$ cat config.mk
export PLATFORM = sky130hd
export DESIGN_NAME = jk_mod_counter
export DESIGN_NICKNAME = d
export VERILOG_FILES = /design/src/rtl/jk_pkg.sv /design/src/rtl/jk_ff_bank.sv /design/src/rtl/jk_mod_counter.sv
export SDC_FILE = /design/constraint.sdc
export NUM_CORES = 1
export LEC_CHECK = 0
export ABC_AREA = 1
export CAP_MARGIN = 25
export CORE_AREA = 2 2 39 41
export CTS_CLUSTER_DIAMETER = 50
export DETAILED_ROUTE_END_ITERATION = 6
export DIE_AREA = 0 0 41 43
export GPL_TIMING_DRIVEN = 0
export PLACE_DENSITY = 0.84
export SYNTH_ARGS = -nofsm -noshare
export SYNTH_HDL_FRONTEND = slang
export SYNTH_SLANG_ARGS = --single-unit
$ cat constraint.sdc
create_clock -name clk -period 1.6 [get_ports clk]
set_input_delay 0.16 -clock clk [delete_from_list [all_inputs] [get_ports clk]]
set_output_delay 0.16 -clock clk [all_outputs]
set_load 0.05 [all_outputs]
$ cat src/rtl/jk_pkg.sv
// rtl/jk_pkg.sv - JK command encoding and per-bit excitation helper
package jk_pkg;

    // Encoding is {J,K}.
    localparam logic [1:0] JK_HOLD   = 2'b00;
    localparam logic [1:0] JK_RESET  = 2'b01;
    localparam logic [1:0] JK_SET    = 2'b10;
    localparam logic [1:0] JK_TOGGLE = 2'b11;

    // Excite only bits that change: set when rising, reset when falling.
    function automatic logic [1:0] jk_excite(input logic cur, input logic nxt);
        return {nxt & ~cur, ~nxt & cur};
    endfunction

endpackage

$ cat src/rtl/jk_ff_bank.sv
// rtl/jk_ff_bank.sv - WIDTH-wide bank of JK flip-flops with shared clk and async clear
module jk_ff_bank
    import jk_pkg::*;
#(
    parameter int WIDTH = 4
) (
    input  logic             clk,
    input  logic             clr,
    input  logic [WIDTH-1:0] j,
    input  logic [WIDTH-1:0] k,
    output logic [WIDTH-1:0] q,
    output logic [WIDTH-1:0] qb
);

    always_ff @(posedge clk or negedge clr) begin
        if (!clr) begin
            q <= '0;
        end else begin
            for (int i = 0; i < WIDTH; i++) begin
                case ({j[i], k[i]})
                    JK_SET:    q[i] <= 1'b1;
                    JK_RESET:  q[i] <= 1'b0;
                    JK_TOGGLE: q[i] <= ~q[i];
                    default:   q[i] <= q[i];
                endcase
            end
        end
    end

    assign qb = ~q;

endmodule

$ cat src/rtl/jk_mod_counter.sv
// rtl/jk_mod_counter.sv - modulo-N up/down counter on a JK bank; JK_MOD_COUNTER_SATURATE_EN selects saturation
module jk_mod_counter
    import jk_pkg::*;
#(
    parameter int WIDTH   = 4,
    parameter int MODULUS = 10
) (
    input  logic             clk,
    input  logic             clr,
    input  logic             en,
    input  logic             up,
    input  logic             load,
    input  logic [WIDTH-1:0] d,
    output logic [WIDTH-1:0] q,
    output logic [WIDTH-1:0] qb,
    output logic             tc,
    output logic             load_err
);

    if (MODULUS < 2 || MODULUS > (2 ** WIDTH)) begin : g_bad_modulus
        $error("jk_mod_counter: MODULUS must satisfy 2 <= MODULUS <= 2**WIDTH");
    end

`ifdef JK_MOD_COUNTER_SATURATE_EN
    localparam bit SATURATE = 1'b1;
`else
    localparam bit SATURATE = 1'b0;
`endif

    localparam logic [WIDTH-1:0] MAX_Q = WIDTH'(MODULUS - 1);
    localparam logic [WIDTH:0]   MOD_W = (WIDTH + 1)'(MODULUS);
    localparam logic [WIDTH-1:0] ONE   = WIDTH'(1);

    logic [WIDTH-1:0] n;
    logic [WIDTH-1:0] j;
    logic [WIDTH-1:0] k;
    logic             load_err_n;
    logic             d_ok;
    logic             at_max;
    logic             at_min;

    assign d_ok   = ({1'b0, d} < MOD_W);
    assign at_max = (q == MAX_Q);
    assign at_min = (q == '0);

    always_comb begin
        n          = q;
        load_err_n = 1'b0;
        if (load) begin
            // A rejected load also swallows the count for this edge.
            if (d_ok) n = d;
            else      load_err_n = 1'b1;
        end else if (en) begin
            if (up) n = at_max ? (SATURATE ? q : '0) : q + ONE;
            else    n = at_min ? (SATURATE ? q : MAX_Q) : q - ONE;
        end
    end

    for (genvar i = 0; i < WIDTH; i++) begin : g_excite
        assign {j[i], k[i]} = jk_excite(q[i], n[i]);
    end

    jk_ff_bank #(.WIDTH(WIDTH)) u_bank (
        .clk (clk),
        .clr (clr),
        .j   (j),
        .k   (k),
        .q   (q),
        .qb  (qb)
    );

    always_ff @(posedge clk or negedge clr) begin
        if (!clr) load_err <= 1'b0;
        else      load_err <= load_err_n;
    end

    assign tc = en & ~load & ((up & at_max) | (~up & at_min));

endmodule

**After elaboration in Yosys (flattened, before gate mapping)**

Cells that the tools add are included.

- Flip-flop bits (word level): 5
- Word-level logic and storage cells: 62

- Reduce and logical (&&, ||, !) cells: 5
- Magnitude comparators: 1
- Add/sub/neg operators: 2
- Equal/unequal tests: 13
- Bitwise gates (word level): 24
- Muxes and demuxes: 12

Operators by type and width:

| operator | count |
|---|---|
| 2-to-1 mux 4 bit | 6 |
| equality test 2 bit, second input constant | 8 |
| AND 1 bit | 12 |
| case mux 1 bit (3 select lines) | 4 |
| nonzero test 3 bit | 4 |
| NOT 1 bit | 10 |
| equality test 2 x 1 -> 1 bit, second input constant | 4 |
| adder 4 x 1 -> 4 bit, second input constant | 1 |
| equality test 4 bit, second input constant | 1 |
| logical NOT 4 bit | 1 |
| < comparator 4 bit, second input constant | 1 |
| NOT 4 bit | 1 |
| subtractor 4 x 1 -> 4 bit, second input constant | 1 |
| 2-to-1 mux 1 bit | 2 |
| OR 1 bit | 1 |

**Logic depth before layout (Yosys ltp)**

Gate-level depths: netlist (run 1).

- Word-level depth: 9
- Mapped depth: 11
- Depth with buffers taken out: 10

**Cells and area by module**

From an unflattened synthesis (run 1), not the netlist that was laid out.

- Cell total of the unflattened synthesis: 98
- Area total of the unflattened synthesis: 556.8 um2

Modules (own cells, without submodules):

| module | cells each | times used | area an instance (um2) |
|---|---|---|---|
| jk_mod_counter | 74 | 1 | 361.6 |
| jk_ff_bank | 24 | 1 | 195.2 |

**Least setup slack after synthesis (run 1)**

Ideal clock, no wire load.

- Path kind: register -> register
- From: register u_bank.q[3]
- To: register u_bank.q[2]
- Data arrival time: 1991 ps
- Path slack: -518 ps
- Cell stages (with the launch flop): 10
- Library setup time: 127 ps
- Period minus slack after synthesis: 2118 ps
- Data required time: 1473 ps
- Cell sequence: dfrtp_1 > buf_12 > clkinv_1 > nor2_1 > o22ai_1 > nand2_1 > nand2_1 > ha_1 > nand2_1 > o21ai_0

- Word-level cells in the longest chain between the ends: 9
- Elaborated cells on any way between the ends: 15
- Those cells by class: eq/ne (4); mux (6); bitwise (3); reduce/logical (2)

RTL lines:

| item | RTL line | source |
|---|---|---|
| start: declaration | jk_ff_bank.sv:11 | `output logic [WIDTH-1:0] q,` |
| start signal: indexed assignment | jk_ff_bank.sv:23 | `JK_TOGGLE: q[i] <= ~q[i];` |
| start signal: indexed assignment | jk_ff_bank.sv:24 | `default: q[i] <= q[i];` |
| equality test 4 bit / logical NOT 4 bit (equally long branches) | jk_mod_counter.sv:43, jk_mod_counter.sv:44 |  |
| 2-to-1 mux 4 bit (on tied branches) | jk_mod_counter.sv:54, jk_mod_counter.sv:55 |  |
| 2-to-1 mux 4 bit (*) | jk_mod_counter.sv:54 | `if (up) n = at_max ? (SATURATE ? q : '0) : q + ONE;` |
| 2-to-1 mux 4 bit (*) | jk_mod_counter.sv:53 | `end else if (en) begin` |
| 2-to-1 mux 4 bit (*) | jk_mod_counter.sv:49 | `if (load) begin` |
| NOT 1 bit | jk_pkg.sv:12 | `return {nxt & ~cur, ~nxt & cur};` |
| AND 1 bit | jk_pkg.sv:12 |  |
| equality test 2 bit / equality test 2 x 1 -> 1 bit (equally long branches) | jk_ff_bank.sv:20 | `case ({j[i], k[i]})` |
| case mux 1 bit (3 select lines) / nonzero test 3 bit (equally long branches) | -- |  |

Every way passes the cells marked *; elsewhere a longest branch is shown, timed or not.
A chain may end at the register's enable or synchronous reset.

**Worst setup path in the final report (run 1)**

- From: register u_bank.q[0]
- To: output tc

- Word-level cells in the longest chain between the ends: 4
- Elaborated cells on any way between the ends: 6
- Those cells by class: eq/ne (1); bitwise (4); reduce/logical (1)

RTL lines:

| item | RTL line | source |
|---|---|---|
| equality test 4 bit / logical NOT 4 bit (equally long branches) | jk_mod_counter.sv:43, jk_mod_counter.sv:44 |  |
| AND 1 bit | jk_mod_counter.sv:77 | `assign tc = en & ~load & ((up & at_max) \| (~up & at_min));` |
| OR 1 bit (*) | jk_mod_counter.sv:77 |  |
| AND 1 bit (*) | jk_mod_counter.sv:77 |  |
| end: declaration | jk_mod_counter.sv:16 | `output logic tc,` |

Marked as above.

==> results of run 1 <==
==> cell usage in the layout, fill, tap and decap left out <==
cell / synthesis / layout
nand2_2: 0 / 2
clkdlybuf4s50_1: 0 / 8
clkinv_2: 0 / 1
o22ai_1: 1 / 1
nand4_1: 2 / 2
dlymetal6s2s_1: 0 / 1
dlygate4sd2_1: 0 / 6
a21oi_2: 1 / 1
nor2_2: 1 / 2
nand2_1: 22 / 20
buf_4: 1 / 2
clkbuf_1: 0 / 1
o21ai_1: 2 / 4
inv_2: 2 / 2
buf_6: 1 / 2
o21ai_0: 7 / 5
o211ai_1: 2 / 2
nand3_1: 4 / 2
buf_12: 1 / 1
dfrtp_1: 5 / 1
o21a_1: 1 / 1
nor2_1: 14 / 12
clkdlybuf4s15_1: 0 / 1
nor2_4: 0 / 1
clkbuf_4: 0 / 3
a21oi_1: 3 / 3
nand3_2: 1 / 3
dfrtp_2: 0 / 4
ha_1: 4 / 4
inv_1: 7 / 7
==> power by group <==
group | internal (mW) | leakage, nW | switching [mW]
clock | 0.0952 | 0.0150 | 0.0659
combinational | 0.415 | 0.311 | 0.793
sequential | 0.197 | 0.0553 | 0.0990
total | 0.706 | 0.382 | 0.958
==> sequential cells by signal, summed over array words and instances (netlist names) <==
register / flops
load_err: 1
u_bank.q: 4
==> Yosys cell counts <==
library cell / instances
nand2_1: 22
nor2_1: 14
inv_1: 7
o21ai_0: 7
dfrtp_1: 5
ha_1: 4
nand3_1: 4
a21oi_1: 3
inv_2: 2
nand4_1: 2
o211ai_1: 2
o21ai_1: 2
a21oi_2: 1
buf_12: 1
buf_4: 1
buf_6: 1
clkinv_1: 1
nand3_2: 1
nor2_2: 1
o21a_1: 1
o22ai_1: 1
==> through the flow <==
stage               area [sq um]  setup TNS, ps  cells  power (mW)  hold WS [ps]
floorplan                    539           -920     83        1.15          -136
global placement             729           -831    116        1.46           413
detailed placement           729           -932    116        1.49           419
CTS                          749              0    120        1.60           152
global route                 785           -237    121        1.77           160
finish                       785              0    121        1.66           141
==> worst max path at each step <==
stage / to / slack (ps)
2_1_floorplan: u_bank.q[3] / -280
3_3_place_gp: tc / -450
3_5_place_dp: tc / -450
4_1_cts: q[0] / 10
5_1_grt: u_bank.q[3] / -80
6_report: tc / 20
==> worst max-delay path: stages, from the launching register on <==
cell and delay [ps]:
dfrtp_2 410, buf_6 140, nor2_4 140, nand2_2 90
nor2_1 100, o21a_1 130, buf_6 160
==> routing by layer <==
layer | global-route usage [%] | up-vias
met3 | 1.57 | 4
li1 | - | 321
met5 | 0 | -
met1 | 20.1 | 264
met4 | 10.0 | 0
met2 | 24.4 | 27
==> cells by family after synthesis <==
group           synth area share, %
buf+inv                        14.3
flops                          23.5
compound gates                 18.3
simple gates                   34.5
fa+ha+maj                      9.39
==> timing repair <==
action                                  4_1_cts  5_1_grt
setup buffers                                 0        1
gates resized for setup                      14       11
endpoints found under the setup margin       10        7
pin swaps                                     0        7
hold endpoints to repair                      0        0
==> area by class of cell <==
type | instances | area [sq um]
fillers | 131 | 599
multi-input cells | 65 | 357
repair buffers | 18 | 174
flip-flops and latches | 5 | 130
plain buffers | 3 | 38.8
inverters | 10 | 38.8
clock buffers | 4 | 26.3
well taps | 16 | 20.0
==> results.sh, run 1 <==
export IMPL_outcome="finished, final reports clean"
export IMPL_antenna_cells=0
export IMPL_core_area_sq_mm=0.00138
export IMPL_grt_max_degree=10
export IMPL_drcViolationCount=0
export IMPL_wl_per_cell_um=11.0
export IMPL_fin_crit_sh_pct=98.9
export IMPL_grt_pass1_wl_um=1910
export IMPL_worst_slew_pin_slew_ps=504
export IMPL_start_util_pct=38.5
export IMPL_highest_layer="met4"
export IMPL_routed_wl_um=1330
export IMPL_die_area_sq_mm=0.00176
export IMPL_timing_rr_end="u_bank.q[3]"
export IMPL_synth_cell_types=21
export IMPL_endpoint_kind="output port"
export IMPL_met3_length_um=68
export IMPL_cts_sinks=5
export IMPL_reg2reg_depth=11
export IMPL_power_density_mw_per_mm2=2120
export IMPL_rr_startpoint="u_bank.q[0]"
export IMPL_crit_type="flip-flop to output port"
export IMPL_gp_congestion=0.776
export IMPL_critPathRequiredTime_ps=1440
export IMPL_period_minus_slack_ps=1580
export IMPL_syn_area_sq_um=533
export IMPL_grt_pass1_vias=479
export IMPL_slew_headroom_pct=66.4
export IMPL_vias=616
export IMPL_yosys_warnings=0
export IMPL_clockBufferDepth=2
export IMPL_cts_made_buffers=3
export IMPL_io_pins=19
export IMPL_yosysSeqAreaShare_pct=23.5
export IMPL_cp_startpoint="u_bank.q[0]"
export IMPL_dp_slack_ps=-450
export IMPL_fp_dieH_um=43
export IMPL_final_setup_viol_count=0
export IMPL_start_kind="flip-flop"
export IMPL_syn_to_final_growth_pct=47.2
export IMPL_ir_worst_vdd_mv=1.14
export IMPL_timing_final_ws_setup_ps=18.0
export IMPL_clockRootBuffer="clkbuf_4"
export IMPL_grt_usage_pct=15.9
export IMPL_hold_violations=0
export IMPL_numPortBuffers=17
export IMPL_cap_violations=0
export IMPL_fin_nets=119
export IMPL_h_tree_depth=1
export IMPL_antenna_found_initial=0
export IMPL_finClkSkew_ps=5.87
export IMPL_arrival_ps=1420
export IMPL_synth_seq_cells=5
export IMPL_synth_nets=96
export IMPL_dp_hpwl_um=970
export IMPL_grt_overflow_total=0
export IMPL_yosysTopAreaCell="dfrtp_1"
export IMPL_insertion_delay_ps=250
export IMPL_die_w_um=41
export IMPL_cts_hold_buffers=0
export IMPL_rsz0062_at_grt="yes"
export IMPL_syn_inst=83
export IMPL_crit_path_max_fanout=8
export IMPL_cts_tree="done"
export IMPL_clk_pin_slew_ps=50
export IMPL_wl_met2_um=623
export IMPL_drt_vias_per_instance=5.09
export IMPL_drt_iter0_drc=13
export IMPL_hp_class="primary input to asynchronous set/reset pin"
export IMPL_p_leak_nw=0.382
export IMPL_r2r_slack_ps=20
export IMPL_fmax_ghz=0.632
export IMPL_first_pass_iters=4
export IMPL_syn_avg_cell_area_sq_um=6.42
export IMPL_num_rows=14
export IMPL_maxSlewViolCount=0
export IMPL_wl_met1_um=599
export IMPL_drive_gt1_share_pct=22.9
export IMPL_synth_area_leaders="dfrtp_1 23%, nand2_1 15%, nor2_1 9.9%"
export IMPL_ant_nets=0
export IMPL_netlist_area_leader_share_pct=23.5
export IMPL_post_route_util_pct=56.7
Note: power is estimated with default switching activity, not from simulation.
==> run 2, diff against run 1 <==
--- a/config.mk
+++ b/config.mk
@@ -7,12 +7,12 @@
 export LEC_CHECK = 0
 export ABC_AREA = 1
 export CAP_MARGIN = 25
-export CORE_AREA = 2 2 39 41
+export CORE_MARGIN = 2
+export CORE_UTILIZATION = 25
 export CTS_CLUSTER_DIAMETER = 50
 export DETAILED_ROUTE_END_ITERATION = 6
-export DIE_AREA = 0 0 41 43
 export GPL_TIMING_DRIVEN = 0
-export PLACE_DENSITY = 0.84
+export PLACE_DENSITY = 0.61
 export SYNTH_ARGS = -nofsm -noshare
 export SYNTH_HDL_FRONTEND = slang
 export SYNTH_SLANG_ARGS = --single-unit
==> run 2 against run 1 <==
Flip-flop and latch count unchanged. Final area is 0.48% lower. Non-clock buffer count down 1. Sequential share of layout area grew 0.080 points. Critical path type is now flip-flop to flip-flop. Largest cell class unchanged.
==> results.sh, run 2 (synthesis gave the netlist of run 1 again) <==
export IMPL_outcome="finished, final reports clean"
export IMPL_maxSlewViolCount=0
export IMPL_start_kind="flip-flop"
export IMPL_cts_hold_buffers=0
export IMPL_fp_dieH_um=50.2
export IMPL_syn_to_final_growth_pct=46.5
export IMPL_numPortBuffers=17
export IMPL_first_pass_iters=4
export IMPL_clockRootBuffer="clkbuf_4"
export IMPL_gp_congestion=0.832
export IMPL_crit_path_max_fanout=8
export IMPL_num_rows=16
export IMPL_path_common_cell="nand2_1"
export IMPL_clockBufferDepth=2
export IMPL_largest_register="u_bank.q"
export IMPL_arrival_ps=1680
export IMPL_grt_overflow_total=0
export IMPL_antenna_found_initial=0
export IMPL_finClkSkew_ps=3.82
export IMPL_core_area_sq_mm=0.00198
export IMPL_cp_cell_sequence="buf_6 > nor2_4 > nand2_2 > nand3_1 > nand3_1 > nand2_1 > nand2_1 > ha_1 > nand2_1 > o21ai_0"
export IMPL_cts_made_buffers=3
export IMPL_cts_sinks=5
export IMPL_power_mw=1.62
export IMPL_hold_violations=0
export IMPL_wl_met2_um=603
export IMPL_max_stage_delay_ps=420
export IMPL_drive_gt1_share_pct=22.1
export IMPL_worst_slew_pin_slew_ps=502
export IMPL_crit_type="flip-flop to flip-flop"
export IMPL_ant_nets=0
export IMPL_highest_layer="met4"
export IMPL_die_w_um=50.2
export IMPL_reg_top3="u_bank.q x4, load_err x1"
export IMPL_final_common_cell="nand2_1"
export IMPL_wl_per_cell_um=10.1
export IMPL_period_minus_slack_ps=1570
export IMPL_final_setup_viol_count=0
export IMPL_cts_tree="done"
export IMPL_grt_usage_pct=12.3
export IMPL_dp_cells=127
export IMPL_grt_pass1_wl_um=2340
export IMPL_cap_violations=0
export IMPL_ir_worst_vdd_mv=0.948
export IMPL_layout_common_cells="20 x nand2_1, 12 x nor2_1, 7 x clkdlybuf4s50_1, 6 x inv_1, 6 x dlygate4sd2_1"
export IMPL_dp_hpwl_um=1090
export IMPL_power_density_mw_per_mm2=2080
export IMPL_grt_max_degree=10
export IMPL_drt_vias_per_instance=4.52
export IMPL_cp_top_family="simple AND/OR/NAND/NOR gates"
export IMPL_die_area_sq_mm=0.00252
export IMPL_cpMaxStageDelayCell="dfrtp_2"
export IMPL_rsz0062_at_grt="yes"
export IMPL_grt_pass1_vias=547
export IMPL_largest_reg_flops=4
export IMPL_antenna_cells=0
export IMPL_clk_pin_slew_ps=40
export IMPL_io_pins=19
export IMPL_routed_wl_um=1330
export IMPL_vias=592
export IMPL_h_tree_depth=1
export IMPL_fin_crit_sh_pct=98.0
export IMPL_start_util_pct=26.9
export IMPL_insertion_delay_ps=250
export IMPL_path_buf_inv=1
export IMPL_fin_nets=118
export IMPL_drt_iter0_drc=15
export IMPL_hp_class="primary input to asynchronous set/reset pin"
export IMPL_met3_length_um=69
export IMPL_wl_met1_um=639
export IMPL_fmax_ghz=0.637
export IMPL_instances_no_fill=131
export IMPL_drcViolationCount=0
export IMPL_cts_setup_buffers=0
export IMPL_p_leak_nw=0.373
export IMPL_critPathRequiredTime_ps=1720
export IMPL_endpoint_kind="flip-flop"
export IMPL_slew_headroom_pct=66.6
-- run 2: layout make-up --
cell class | count | area (sq um)
buffer | 3 | 38.8
clock buffer | 4 | 26.3
fill | 216 | 1200
inverter | 10 | 38.8
multi-input combinational | 65 | 352
sequential | 5 | 130
tap | 27 | 33.8
timing repair buffer | 17 | 161
-- run 2: timing repair --
action	CTS	global route
endpoints found under the setup margin	11	7
pin swaps	0	7
gates resized for setup	16	12
-- run 2: per-stage QoR --
| stage | setup TNS (ps) | hold slack (ps) | utilization [%] | worst slack (ps) | cell area (sq um) |
|---|---|---|---|---|---|
| floorplan | -920 | -136 | - | -279 | 539 |
| global placement | -995 | 408 | 37.5 | -486 | 743 |
| detailed placement | -1020 | 415 | 37.5 | -472 | 743 |
| CTS | 0 | 146 | 38.6 | 2.13 | 764 |
| global route | -263 | 142 | 39.4 | -82.6 | 781 |
| finish | 0 | 149 | 39.4 | 31.3 | 781 |
-- run 2: report_power, final --
group          leakage, nW  switching (mW)  internal [mW]  total, mW
Clock               0.0150          0.0537         0.0944      0.148
Sequential          0.0553           0.109          0.197      0.306
Combinational        0.302           0.778          0.392       1.17
-- run 2: final timing paths --
check | slack (ps) | to | startpoint | cells after the start
setup / recovery | 30 | u_bank.q[3] | u_bank.q[0] | 10
hold / removal | 150 | u_bank.q[0] | clr | 1
setup reg to reg | 30 | u_bank.q[3] | u_bank.q[0] | 10
hold reg to reg | 630 | u_bank.q[2] | u_bank.q[2] | 2
max in group asynchronous | 1220 | u_bank.q[3] | clr | 1
min in group clk | 360 | load_err | load | 3
-- run 2: worst reg2reg max path: cells and delay by family, from the launching register on --
| family | cells | cell delay [ps] |
|---|---|---|
| AOI/OAI and AO/OA | 1 | 80 |
| and+or+nand+nor | 7 | 520 |
| adders and majority gates | 1 | 270 |
| DFF | 1 | 420 |
| buffers and inverters | 1 | 140 |
-- run 2: routing by layer --
metal  global-route usage, %  up-vias
met5                       0        -
li1                        -      317
met4                    4.17        0
met1                    15.9      256
met2                    18.0       17
met3                    5.65        2
==> run 3, diff against run 2 <==
--- a/config.mk
+++ b/config.mk
@@ -13,6 +13,7 @@
 export DETAILED_ROUTE_END_ITERATION = 6
 export GPL_TIMING_DRIVEN = 0
 export PLACE_DENSITY = 0.61
+export SLEW_MARGIN = 30
 export SYNTH_ARGS = -nofsm -noshare
 export SYNTH_HDL_FRONTEND = slang
 export SYNTH_SLANG_ARGS = --single-unit
==> results of run 3 <==
Same layout as run 2: the final DEF is identical, and so are final timing and power.
